### config.mk
export PLATFORM = sky130hd
export DESIGN_NAME = universal_shift_reg
export DESIGN_NICKNAME = d
export VERILOG_FILES = /design/src/rtl/universal_shift_reg.sv
export SDC_FILE = /design/constraint.sdc
export NUM_CORES = 1
export LEC_CHECK = 0
export BUFFER_PORTS_ARGS = -buffer_cell sky130_fd_sc_hd__buf_2
export CORE_MARGIN = 2
export CORE_UTILIZATION = 49
export CTS_CLUSTER_SIZE = 30
export DETAILED_ROUTE_END_ITERATION = 8
export PLACE_DENSITY = 0.85
export SETUP_SLACK_MARGIN = 0.1
export SLEW_MARGIN = 30
export SYNTH_ARGS = -nofsm -noshare
export SYNTH_HDL_FRONTEND = slang
export SYNTH_SLANG_ARGS = --single-unit
### constraint.sdc
create_clock -name clk -period 2.16 [get_ports clk]
set_input_delay 0.108 -clock clk [delete_from_list [all_inputs] [get_ports clk]]
set_output_delay 0.108 -clock clk [all_outputs]
set_load 0.02 [all_outputs]
### src/rtl/universal_shift_reg.sv
// ----------------------------------------------------------------------------
// universal_shift_reg
//
// Purpose:
//    Parametrised universal shift register for the multiplier/divider
//    datapaths. Supports hold, parallel load, logical/arithmetic right shift,
//    left shift, rotate right/left and clear as single-cycle operations, plus
//    a counted multi-position shift sequence with a busy/done handshake so
//    the control unit can issue one command instead of stepping each shift.
//
// Configuration macro:
//    USR_ROTATE_EN - when defined, opcodes 101 (ROR) and 110 (ROL) rotate in
//                    both single-step and counted modes. When undefined they
//                    behave as HOLD and cannot launch a counted sequence.
//
// Parameters:
//    BITS - register width (>= 2)
//    CW   - width of the shift-amount field (2**CW > BITS)
//
// Ports:
//    clk          in   clock, all state updates on rising edge
//    rst          in   synchronous reset, active low
//    i_en         in   enable; 0 freezes register and sequencer
//    i_op         in   operation code
//    i_start      in   launch counted shift sequence using i_op / i_amt
//    i_amt        in   number of positions for a counted sequence
//    i_din_r      in   serial input entering MSB on right shifts
//    i_din_l      in   serial input entering LSB on left shifts
//    i_dp         in   parallel load data
//    o_out_ser_r  out  register bit 0
//    o_out_ser_l  out  register bit BITS-1
//    o_out_par    out  register contents
//    o_busy       out  counted sequence in progress
//    o_done       out  one-cycle pulse at sequence completion
// ----------------------------------------------------------------------------
module universal_shift_reg #(
   parameter int BITS = 8,
   parameter int CW   = 4
) (
   input  logic            clk,
   input  logic            rst,
   input  logic            i_en,
   input  logic [2:0]      i_op,
   input  logic            i_start,
   input  logic [CW-1:0]   i_amt,
   input  logic            i_din_r,
   input  logic            i_din_l,
   input  logic [BITS-1:0] i_dp,
   output logic            o_out_ser_r,
   output logic            o_out_ser_l,
   output logic [BITS-1:0] o_out_par,
   output logic            o_busy,
   output logic            o_done
);

   // Operation codes
   localparam logic [2:0] OP_HOLD = 3'b000;
   localparam logic [2:0] OP_LOAD = 3'b001;
   localparam logic [2:0] OP_SRL  = 3'b010;
   localparam logic [2:0] OP_SRA  = 3'b011;
   localparam logic [2:0] OP_SL   = 3'b100;
   localparam logic [2:0] OP_ROR  = 3'b101;
   localparam logic [2:0] OP_ROL  = 3'b110;
   localparam logic [2:0] OP_CLR  = 3'b111;

   // Sequencer states
   localparam logic [1:0] ST_IDLE = 2'b00;
   localparam logic [1:0] ST_RUN  = 2'b01;
   localparam logic [1:0] ST_DONE = 2'b10;

   localparam logic [CW-1:0] CNT_ZERO = {CW{1'b0}};
   localparam logic [CW-1:0] CNT_ONE  = {{(CW-1){1'b0}}, 1'b1};

   // -------------------------------------------------------------------------
   // One step of an operation applied to the current register value.
   // Rotates collapse to HOLD when the rotate feature is not built in.
   // -------------------------------------------------------------------------
   function automatic logic [BITS-1:0] f_step(
      input logic [2:0]      op,
      input logic [BITS-1:0] cur,
      input logic [BITS-1:0] dp,
      input logic            dr,
      input logic            dl
   );
      logic [BITS-1:0] res;
      res = cur;
      case (op)
         OP_HOLD: res = cur;
         OP_LOAD: res = dp;
         OP_SRL:  res = {dr, cur[BITS-1:1]};
         OP_SRA:  res = {cur[BITS-1], cur[BITS-1:1]};
         OP_SL:   res = {cur[BITS-2:0], dl};
`ifdef USR_ROTATE_EN
         OP_ROR:  res = {cur[0], cur[BITS-1:1]};
         OP_ROL:  res = {cur[BITS-2:0], cur[BITS-1]};
`else
         OP_ROR:  res = cur;
         OP_ROL:  res = cur;
`endif
         OP_CLR:  res = {BITS{1'b0}};
         default: res = cur;
      endcase
      return res;
   endfunction

   // -------------------------------------------------------------------------
   // True for opcodes that may launch a counted sequence.
   // -------------------------------------------------------------------------
   function automatic logic f_is_seq_op(input logic [2:0] op);
      logic res;
      res = 1'b0;
      case (op)
         OP_SRL:  res = 1'b1;
         OP_SRA:  res = 1'b1;
         OP_SL:   res = 1'b1;
`ifdef USR_ROTATE_EN
         OP_ROR:  res = 1'b1;
         OP_ROL:  res = 1'b1;
`endif
         default: res = 1'b0;
      endcase
      return res;
   endfunction

   logic [1:0]      r_state;
   logic [BITS-1:0] r_reg;
   logic [2:0]      r_op_q;
   logic [CW-1:0]   r_cnt;
   logic            r_busy;
   logic            r_done;

   logic [1:0]      w_state_nxt;
   logic [BITS-1:0] w_reg_nxt;
   logic [2:0]      w_op_q_nxt;
   logic [CW-1:0]   w_cnt_nxt;

   // Next-state logic for the sequencer and the register contents.
   always_comb begin
      w_state_nxt = r_state;
      w_reg_nxt   = r_reg;
      w_op_q_nxt  = r_op_q;
      w_cnt_nxt   = r_cnt;
      case (r_state)
         ST_IDLE: begin
            if (i_en) begin
               if (i_start && f_is_seq_op(i_op)) begin
                  // Latch the command only; the first shift happens next cycle.
                  w_op_q_nxt = i_op;
                  w_cnt_nxt  = i_amt;
                  if (i_amt != CNT_ZERO) begin
                     w_state_nxt = ST_RUN;
                  end else begin
                     w_state_nxt = ST_DONE;
                  end
               end else begin
                  // Non-shift start requests fall through as an ordinary step.
                  w_reg_nxt = f_step(i_op, r_reg, i_dp, i_din_r, i_din_l);
               end
            end else begin
               w_reg_nxt = r_reg;
            end
         end
         ST_RUN: begin
            if (i_en) begin
               // Serial inputs are taken live on every step of the sequence.
               w_reg_nxt = f_step(r_op_q, r_reg, i_dp, i_din_r, i_din_l);
               w_cnt_nxt = r_cnt - CNT_ONE;
               // A zero count here is unreachable; it is treated as the last
               // step so a corrupted counter cannot wrap into a long run.
               if ((r_cnt == CNT_ONE) || (r_cnt == CNT_ZERO)) begin
                  w_cnt_nxt   = CNT_ZERO;
                  w_state_nxt = ST_DONE;
               end else begin
                  w_state_nxt = ST_RUN;
               end
            end else begin
               w_state_nxt = ST_RUN;
            end
         end
         ST_DONE: begin
            // Leave DONE unconditionally so done is always a single pulse.
            w_state_nxt = ST_IDLE;
         end
         default: begin
            // Illegal encoding: recover to IDLE with a clean counter.
            w_state_nxt = ST_IDLE;
            w_cnt_nxt   = CNT_ZERO;
         end
      endcase
   end

   // State, datapath and registered handshake outputs.
   always_ff @(posedge clk) begin
      if (!rst) begin
         r_state <= ST_IDLE;
         r_reg   <= {BITS{1'b0}};
         r_op_q  <= OP_HOLD;
         r_cnt   <= CNT_ZERO;
         r_busy  <= 1'b0;
         r_done  <= 1'b0;
      end else begin
         r_state <= w_state_nxt;
         r_reg   <= w_reg_nxt;
         r_op_q  <= w_op_q_nxt;
         r_cnt   <= w_cnt_nxt;
         r_busy  <= (w_state_nxt == ST_RUN);
         r_done  <= (w_state_nxt == ST_DONE);
      end
   end

   assign o_out_par   = r_reg;
   assign o_out_ser_r = r_reg[0];
   assign o_out_ser_l = r_reg[BITS-1];
   assign o_busy      = r_busy;
   assign o_done      = r_done;

endmodule

==> metrics.md, run 1 <==
| Metric | Value |
|---|---|
| Status | `completed` |
| Final TNS setup | `0 ns` |
| Min cycle time layout | `1.93 ns` |
| Non-filler cells, final | `216` |
| Final WL | `3410 µm` |
| Asr flop ratio synth | `0%` |
| DRC viols | `0` |
| Post-synth EDFFs | `0` |
| Util after Layout | `57.4%` |
| Ports | `33` |
| Max Slew Vio Count | `0` |
| Initial DRC count | `62` |
| First-pass GRT wire length | `5620 µm` |
| DP HPWL | `2550 µm` |
| GRT Overall Usage | `21.8%` |
| # diodes | `0` |
| Syn Inst Count | `156` |
| Storage cell area | `380 µm²` |
| Hold Crit Class | `input pin to register` |
| Grt peak-use layer | `met2` |
| Vias | `1399` |
| Hold-fix buffers at CTS | `0` |
| Clk slew on worst S/H paths | `0.11 ns` |
| Sequential share of power | `48.9%` |
| Slew margin rel. | `48.4%` |
| Core footprint | `2710 µm²` |
| RSZ-0062 raised after global routing | `no` |
| Port Buffers | `32` |
| H-Tree Depth | `1` |
| Root Buffer | `clkbuf_4` |
| Tcrit/Tclk final | `89.2%` |
| Placed cells | `212` |
| Crit path DAT | `2.09 ns` |
| Overflow after GRT | `0` |
| Worst Path Max Fanout | `7` |
| Cell Area, Synth | `1370 µm²` |
| Area occupied by multi-input gates | `910 µm²` |
| Final Hold Viols | `0` |
| Seq/Total Area, Yosys | `27.7%` |
| Startpoint Class | `register` |
| Grt met2 use | `37.3%` |
| P_leak | `0.678 nW` |
| Cell area after layout | `1560 µm²` |
| Setup bufs post-CTS | `0` |
| Clock tree buffer depth | `2` |
| CTS-repair resized insts | `0` |
| Post-Syn Area per Cell | `8.80 µm²` |
| Clk_skew | `0.00352 ns` |
| Clock share of power | `23.8%` |
| Worst slew pin tran | `0.772 ns` |
| Fmax | `0.519 GHz` |
| Main synth FF type | `dfxtp_1` |
| Worst Slack Setup Final | `0.234 ns` |
| 1st-pass router iterations | `4` |
| Post-route ant nets | `0` |
| Critical path type | `register to register` |
| Antenna violations before repair | `0` |
| Via/cell ratio | `6.48` |
| Pwr dens | `516 nW/µm²` |
| Clock sinks | `19` |
| Final setup viols | `0` |
| GR Util met3 | `4.38%` |
| Initial Util | `50.6%` |
| Worst Setup End Kind | `register` |
| Distinct cells, synth | `41` |
| CTS Buf Count | `3` |
| Sw Share | `33.8%` |
| Peak supply drop | `0.359 mV` |
| WL per Instance | `15.8 µm` |
| Dpl cell area | `1530 µm²` |
| Switch Pwr | `271 µW` |
| Worst hold slack | `0.151 ns` |
| FILL cells | `251` |
| Reg2Reg Depth | `5` |
| Critical Path RT | `2.32 ns` |
| Part of the power in combinational logic | `27.3%` |
| Dpl ws | `0.231 ns` |
| Most frequent cells in the layout | `32 x buf_2, 19 x dfxtp_1, 18 x a21oi_1` |
| GR Util met1 | `26.3%` |
| Largest net degree at the start of global routing | `19` |
| Vias in the first global route | `1259` |
| Layout area overhead | `13.4%` |
| Layout cell share with drive strength beyond 1 | `27.6%` |
| Die Y | `56.9 µm` |
| Gp weighted congestion | `0.783` |
| Post-synthesis register bit count | `19` |
| Die extent in x | `56.9 µm` |
| Commonest non-fill, non-tap cell in the layout | `buf_2` |
| Nets | `210` |
| Clock Latency Late Sink | `0.31 ns` |
| Syn nets | `180` |
| CTS tree | `built` |
| P_int | `532 µW` |
| Total power | `803 µW` |
| Max Cap Viol | `0` |
| Synth warn | `0` |
| # rows | `19` |
| Die area | `3240 µm²` |
| WHS Path Cells | `2` |
[critical path, cell delays in order (launching register included)]
cell and delay (ns):
dfxtp_1 0.37, xor2_1 0.17, a211oi_1 0.23, a41o_1 0.18, nor2b_1 0.64, o32ai_2 0.19
[Yosys cell counts (2+ instances only)]
cell type | count | area [µm²]
buf_2 | 3 | 15.0
o211a_1 | 3 | 30.0
mux2i_1 | 5 | 50.1
o32ai_2 | 7 | 114
xnor2_1 | 2 | 17.5
nand2_1 | 16 | 60.1
nor2b_1 | 8 | 50.1
a211oi_1 | 2 | 15.0
xor2_1 | 3 | 26.3
a221o_1 | 14 | 140
dfxtp_1 | 19 | 380
inv_1 | 3 | 11.3
a21oi_1 | 18 | 90.1
buf_4 | 3 | 22.5
and3_1 | 2 | 12.5
o21ai_1 | 3 | 15.0
nor3_1 | 4 | 20.0
nand2b_1 | 4 | 25.0
o211ai_1 | 3 | 22.5
clkbuf_1 | 3 | 11.3
ha_1 | 3 | 37.5
buf_6 | 2 | 22.5
nor2_1 | 8 | 30.0
[metal layers]
| metal | routed length, µm | part of all wire (%) |
|---|---|---|
| met1 | 1410 | 41 |
| met2 | 1680 | 49 |
| met3 | 269 | 7.9 |
| met4 | 48 | 1.4 |
| met5 | 0 | 0 |
[worst paths after layout]
path	endpoint	start	slack, ns
max	o_out_par[6]	r_op_q[0]	0.23
min	r_op_q[2]	i_op[1]	0.15
max reg2reg	o_out_par[6]	r_op_q[0]	0.23
min reg2reg	o_out_par[7]	o_out_par[7]	0.54
[area by class of cell]
| class | count | area share (%) |
|---|---|---|
| timing repair buffer | 36 | 12.2 |
| sequential | 19 | 24.4 |
| clock buffer | 4 | 1.69 |
| multi-input combinational | 123 | 58.4 |
| tap | 31 | 2.49 |
| inverter | 3 | 0.723 |
[power by group through the flow]
stage	Clock (mW)	Sequential (mW)	Combinational, mW
after floorplan	0	0.407	0.151
after global placement	0	0.398	0.210
after detailed placement	0	0.400	0.218
after CTS	0.195	0.392	0.218
after global routing	0.202	0.396	0.241
final	0.191	0.393	0.219
[state kept, by name, summed over array words and instances (netlist names)]
name and cells:
r_op_q 3, r_cnt 4, r_state 2, o_busy 1, o_out_par 8, o_done 1
[cells by family (layout without fill, tap and decap cells)]
| kind of cell | after synthesis | after routing | share of synthesized area, % |
|---|---|---|---|
| xor+xnor | 5 | 5 | 3.19 |
| flops | 19 | 19 | 27.7 |
| compound gates | 61 | 61 | 37.8 |
| simple gates | 49 | 49 | 18.9 |
| fa+ha+maj | 3 | 3 | 2.74 |
| mux | 5 | 5 | 3.65 |
| buf+inv | 14 | 43 | 6.02 |
Note: power is estimated with default switching activity, not from simulation.
==> inputs of run 2 (changes only) <==
==> constraint.sdc (replaced) <==
create_clock -name clk -period 2.16 [get_ports clk]
set_input_delay 0.432 -clock clk [delete_from_list [all_inputs] [get_ports clk]]
set_output_delay 0.432 -clock clk [all_outputs]
set_load 0.02 [all_outputs]
==> run 2 against run 1 <==
Compared with the run above: global-route usage is essentially flat; sequential share of layout area fell by 0.29 points; flip-flop and latch count unchanged; largest power group unchanged; highest routed layer unchanged; clock power hardly changed; critical endpoint is now o_out_par[7]; clock skew grew 0.0045 ns.
==> metrics.md, run 2 (synthesized netlist as in run 1, its figures left out) <==
| Metric | Value |
|---|---|
| CTS-repair resized insts | `0` |
| Die area | `3240 µm²` |
| Placed cells | `214` |
| H-Tree Depth | `1` |
| Worst Setup End Kind | `register` |
| Setup bufs post-CTS | `0` |
| WL per Instance | `15.6 µm` |
| Nets | `212` |
| Clock share of power | `23.8%` |
| Overflow after GRT | `0` |
| Commonest non-fill, non-tap cell in the layout | `buf_2` |
| Final setup viols | `0` |
| # rows | `19` |
| Worst hold slack | `0.460 ns` |
| Sw Share | `34.0%` |
| GR Util met1 | `25.9%` |
| CTS Buf Count | `3` |
| Worst setup path startpoint | `r_op_q[1]` |
| CP peak stage delay | `0.50 ns` |
| Startpoint Class | `register` |
| GRT Overall Usage | `21.8%` |
| Antenna violations before repair | `0` |
| Vias | `1391` |
| Clock sinks | `19` |
| Post-route ant nets | `0` |
| Peak supply drop | `0.376 mV` |
| Via/cell ratio | `6.38` |
| Vias in the first global route | `1321` |
| Ports | `33` |
| Clk_skew | `0.00800 ns` |
| Status | `completed` |
| Crit path DAT | `1.96 ns` |
| CTS tree | `built` |
| Worst Path Max Fanout | `8` |
| Critical path type | `register to register` |
| Worst slew pin tran | `0.583 ns` |
| 1st-pass router iterations | `4` |
| Gp weighted congestion | `0.816` |
| DP HPWL | `2580 µm` |
| Non-filler cells, final | `218` |
| Switch Pwr | `275 µW` |
| Final Hold Viols | `0` |
| P_int | `533 µW` |
| Critical Path RT | `2.42 ns` |
| Hold-fix buffers at CTS | `0` |
| WP buf/inv | `1` |
| Worst-path cell chain | `buf_4, nor2b_1, and3_1, a311oi_1, nand2_1, mux2i_1` |
| Layout area overhead | `14.8%` |
| Max Cap Viol | `0` |
| Worst reg2reg path endpoint | `o_out_par[7]` |
| Worst R2R Start | `r_op_q[1]` |
| CP endpoint | `o_out_par[7]` |
| # diodes | `0` |
| DRC viols | `0` |
| P_leak | `0.692 nW` |
| Initial DRC count | `47` |
| Min cycle time layout | `1.70 ns` |
| Port Buffers | `32` |
| Slew margin rel. | `61.0%` |
| WP depth | `6` |
| Largest net degree at the start of global routing | `19` |
| Die extent in x | `56.9 µm` |
| Tcrit/Tclk final | `78.8%` |
| Final WL | `3400 µm` |
| GR Util met3 | `2.76%` |
| Cell family with most CP delay | `simple AND/OR/NAND/NOR gates` |
| Clock tree buffer depth | `2` |
| Max Slew Vio Count | `0` |
| Util after Layout | `58.1%` |
| Core footprint | `2710 µm²` |
| Clock Latency Late Sink | `0.31 ns` |
| Fmax | `0.587 GHz` |
| Number of flip-flops in the largest register | `8` |
| Grt met2 use | `38.8%` |
| Hold Crit Class | `input pin to register` |
| Worst path slowest cell | `nor2b_1` |
| Root Buffer | `clkbuf_4` |
| Reg2reg setup slack | `0.46 ns` |
| Most frequent cells in the layout | `32 x buf_2, 19 x dfxtp_1, 18 x a21oi_1` |
| Die Y | `56.9 µm` |
| Layout cell share with drive strength beyond 1 | `29.4%` |
| Initial Util | `50.6%` |
| Sequential share of power | `48.6%` |
| Pwr dens | `513 nW/µm²` |
| Part of the power in combinational logic | `27.5%` |
| Grt peak-use layer | `met2` |
| RSZ-0062 raised after global routing | `no` |
| Clk slew on worst S/H paths | `0.12 ns` |
| Reg2Reg Depth | `6` |
| First-pass GRT wire length | `5730 µm` |
==> run 2: area by class of cell <==
type | instances | area, µm²
fill | 253 | 1130
multi-input combinational | 123 | 912
sequential | 19 | 380
timing repair buffer | 38 | 205
tap | 31 | 38.8
clock buffer | 3 | 22.5
inverter | 3 | 11.3
clock inverter | 1 | 5.00
==> run 2: layer usage <==
layer  wire length, µm  share of wire (%)
met2              1680                 49
met3               224                6.6
met4                58                1.7
met5                 0                  0
met1              1440                 42
==> run 2: worst register-to-register path, stage by stage, from the launching register on <==
cell and delay [ns]:
dfxtp_1 0.39, buf_4 0.17, nor2b_1 0.50, and3_1 0.24
a311oi_1 0.05, nand2_1 0.11, mux2i_1 0.18
==> run 2: worst min-delay path by stage <==
| stage | to | cells after the start | from | slack [ns] |
|---|---|---|---|---|
| after global placement | r_cnt[1] | 1 | r_cnt[1] | 0.51 |
| after global routing | o_out_par[4] | 3 | i_dp[4] | 0.49 |
| after floorplan | r_cnt[1] | 1 | r_cnt[1] | 0.49 |
| final | r_op_q[2] | 2 | i_op[1] | 0.46 |
| after CTS | r_op_q[2] | 2 | i_op[1] | 0.46 |
| after detailed placement | r_cnt[1] | 1 | r_cnt[1] | 0.52 |
==> run 2: stage by stage <==
| stage | power [mW] | area, µm² | setup slack (ns) | TNS [ns] |
|---|---|---|---|---|
| after floorplan | 0.558 | 1370 | 0.410 | 0 |
| after global placement | 0.612 | 1550 | 0.0464 | 0 |
| after detailed placement | 0.621 | 1550 | -0.0568 | -0.275 |
| after CTS | 0.811 | 1570 | 0.240 | 0 |
| after global routing | 0.846 | 1580 | 0.322 | 0 |
| final | 0.808 | 1580 | 0.457 | 0 |
==> run 2: power by group through the flow <==
| stage | Combinational [mW] | Sequential (mW) | Clock [mW] |
|---|---|---|---|
| 2_1_floorplan | 0.151 | 0.407 | 0 |
| 3_3_place_gp | 0.213 | 0.398 | 0 |
| 3_5_place_dp | 0.221 | 0.401 | 0 |
| 4_1_cts | 0.222 | 0.392 | 0.196 |
| 5_1_grt | 0.243 | 0.396 | 0.207 |
| 6_report | 0.222 | 0.393 | 0.193 |
==> inputs of run 3 (changes only) <==
ABC_AREA = 1   (was default)
clock period = 1.65 ns   (was 2.16 ns; I/O delays follow)
==> run 3 against run 2 <==
Compared with the run above: clock-buffer cell count did not move; sequential power up 33%; highest routed layer unchanged; worst setup slack worse by 0.21 ns; critical endpoint is now r_cnt[1]; routed wire length increased by 2.5%; global-route usage down 0.11 points; largest cell class unchanged; combinational power increased by 62%.
==> metrics.md, run 3 <==
| Metric | Value |
|---|---|
| Seq/Total Area, Yosys | `26.9%` |
| Clock share of power | `22.6%` |
| Clock Latency Late Sink | `0.31 ns` |
| Most frequent cells in the layout | `53 x nand2_1, 36 x nor2_1, 32 x buf_2` |
| 1st-pass router iterations | `4` |
| WP buf/inv | `2` |
| Gp weighted congestion | `0.848` |
| H-Tree Depth | `1` |
| Commonest non-fill, non-tap cell in the layout | `nand2_1` |
| Asr flop ratio synth | `0%` |
| Syn nets | `255` |
| Largest net degree at the start of global routing | `15` |
| Clock tree buffer depth | `2` |
| Min cycle time layout | `1.41 ns` |
| Cell family with most CP delay | `flip-flops` |
| WL per Instance | `11.7 µm` |
| Layout cell share with drive strength beyond 1 | `22.1%` |
| P_int | `713 µW` |
| Area share of the largest cell type after synthesis | `26.9%` |
| CTS Buf Count | `3` |
| Syn Inst Count | `231` |
| Setup bufs post-CTS | `0` |
| Layout area overhead | `15.9%` |
| Synth top cells by count | `53 x nand2_1, 36 x nor2_1, 28 x inv_1, 27 x a21oi_1, 22 x nand3_1` |
| Ports | `33` |
| Die Y | `57.7 µm` |
| Root Buffer | `clkbuf_4` |
| Final Hold Viols | `0` |
| Status | `completed` |
| Post-route ant nets | `0` |
| Port Buffers | `32` |
| Max Cap Viol | `0` |
| Vias in the first global route | `1350` |
| Worst path slowest cell | `dfxtp_2` |
| Startpoint Class | `register` |
| Initial Util | `51.2%` |
| First-pass GRT wire length | `5740 µm` |
| Die extent in x | `57.7 µm` |
| Clk slew on worst S/H paths | `0.12 ns` |
| Worst slew pin tran | `0.266 ns` |
| Worst Path Max Fanout | `10` |
| Worst Slack Setup Final | `0.243 ns` |
| Hold Crit Class | `input pin to register` |
| Core footprint | `2760 µm²` |
| Crit path DAT | `1.65 ns` |
| Critical Path RT | `1.89 ns` |
| Switch Pwr | `424 µW` |
| GRT Overall Usage | `21.7%` |
| DRC viols | `0` |
| Tcrit/Tclk final | `85.3%` |
| Clk_skew | `0.00540 ns` |
| Initial DRC count | `96` |
| Vias | `1601` |
| Worst-path cell chain | `inv_1, nor2_1, buf_4, nand2_1, o22ai_1, nand3_1, a21oi_1` |
| Hold-fix buffers at CTS | `0` |
| CTS tree | `built` |
| Cell Area, Synth | `1410 µm²` |
| RSZ-0062 raised after global routing | `no` |
| Sw Share | `37.3%` |
| Final WL | `3490 µm` |
| Part of the power in combinational logic | `31.6%` |
| Post-synthesis register bit count | `19` |
| Slew margin rel. | `82.2%` |
| Synth area leaders | `dfxtp_1 27%, nand2_1 14%, a21oi_1 9.6%` |
| Sequential share of power | `45.8%` |
| Number of flip-flops in the largest register | `8` |
| DP HPWL | `2660 µm` |
| Main synth FF type | `dfxtp_1` |
| Most common cell in the netlist | `nand2_1` |
| Post-synth EDFFs | `0` |
| Antenna violations before repair | `0` |
| # rows | `19` |
| Die area | `3330 µm²` |
| Max Slew Vio Count | `0` |
| Post-Syn Area per Cell | `6.12 µm²` |
| Distinct cells, synth | `27` |
| Worst Setup End Kind | `register` |
| CP peak stage delay | `0.38 ns` |
| Synth warn | `0` |
| Pwr dens | `695 nW/µm²` |
| Dpl ws | `0.131 ns` |
| P_leak | `0.836 nW` |
| Clock sinks | `19` |
| Overflow after GRT | `0` |
| Nets | `292` |
| Final TNS setup | `0 ns` |
| # diodes | `0` |
| Peak supply drop | `0.643 mV` |
| Critical path type | `register to register` |
| Fmax | `0.711 GHz` |
| Via/cell ratio | `5.37` |
| FILL cells | `268` |
| Synth area leader | `dfxtp_1` |
| Final setup viols | `0` |
==> run 3: cell count changes after synthesis, moves of 7 or more <==
cell and change:
nor2b_1 -8, nand3_1 +21, a221o_1 -14, nand2_1 +37, inv_1 +25, o32ai_2 -7, a21oi_1 +9, nor2_1 +28
==> run 3: timing repair <==
action / in CTS / in global routing
setup endpoints to repair: 1 / 5
endpoints found under the hold margin: 0 / 0
gates resized for setup: 1 / 2
==> run 3: cell type report <==
| type | count | area (µm²) | area share [%] |
|---|---|---|---|
| clock inverter | 1 | 7.51 | 0.459 |
| multi-input combinational | 177 | 875 | 53.4 |
| sequential | 19 | 383 | 23.4 |
| clock buffer | 3 | 22.5 | 1.38 |
| tap | 31 | 38.8 | 2.37 |
| timing repair buffer | 37 | 198 | 12.1 |
| inverter | 30 | 113 | 6.88 |
==> run 3: cells by family after synthesis <==
logic type	synth area share [%]
compound gates	15.9
xor+xnor	1.24
fa+ha+maj	2.66
buf+inv	11.2
flops	26.9
simple gates	42.2
==> run 3: worst register-to-register path, stage by stage, from the launching register on <==
cell and delay, ns:
dfxtp_2 0.38, inv_1 0.07, nor2_1 0.14, buf_4 0.21, nand2_1 0.12, o22ai_1 0.13, nand3_1 0.11, a21oi_1 0.17
==> run 3: layer usage <==
| metal | track usage (%) | vias up | share of wire [%] |
|---|---|---|---|
| met2 | 35.4 | 65 | 46 |
| li1 | - | 824 | - |
| met3 | 4.24 | 4 | 8.1 |
| met4 | 4.65 | 0 | 0.75 |
| met5 | 0 | - | 0 |
| met1 | 29.9 | 708 | 45 |
==> run 3: per-stage QoR <==
step	instance area (µm²)	instances	power (mW)	util [%]	hold slack (ns)
after global placement	1600	294	0.879	58.2	0.461
after global routing	1640	298	1.21	59.3	0.350
final	1640	298	1.14	59.3	0.357
after detailed placement	1600	294	0.884	58.2	0.495
after CTS	1640	298	1.14	59.3	0.350
after floorplan	1410	231	0.783	-	0.441
==> run 3: worst paths after layout <==
path / startpoint / to / slack, ns / cells after the start
worst max-delay path: r_state[0] / r_cnt[1] / 0.24 / 7
worst min-delay path: rst / o_out_par[7] / 0.36 / 3
worst max register to register: r_state[0] / r_cnt[1] / 0.24 / 7
worst min register to register: r_cnt[1] / r_cnt[1] / 0.50 / 2
==> run 3: power groups by stage <==
| stage | clock (mW) | sequential [mW] | combinational, mW |
|---|---|---|---|
| after detailed placement | 0 | 0.530 | 0.353 |
| final | 0.257 | 0.521 | 0.359 |
| after global placement | 0 | 0.530 | 0.349 |
| after CTS | 0.262 | 0.520 | 0.356 |
| after global routing | 0.285 | 0.526 | 0.399 |
| after floorplan | 0 | 0.551 | 0.232 |
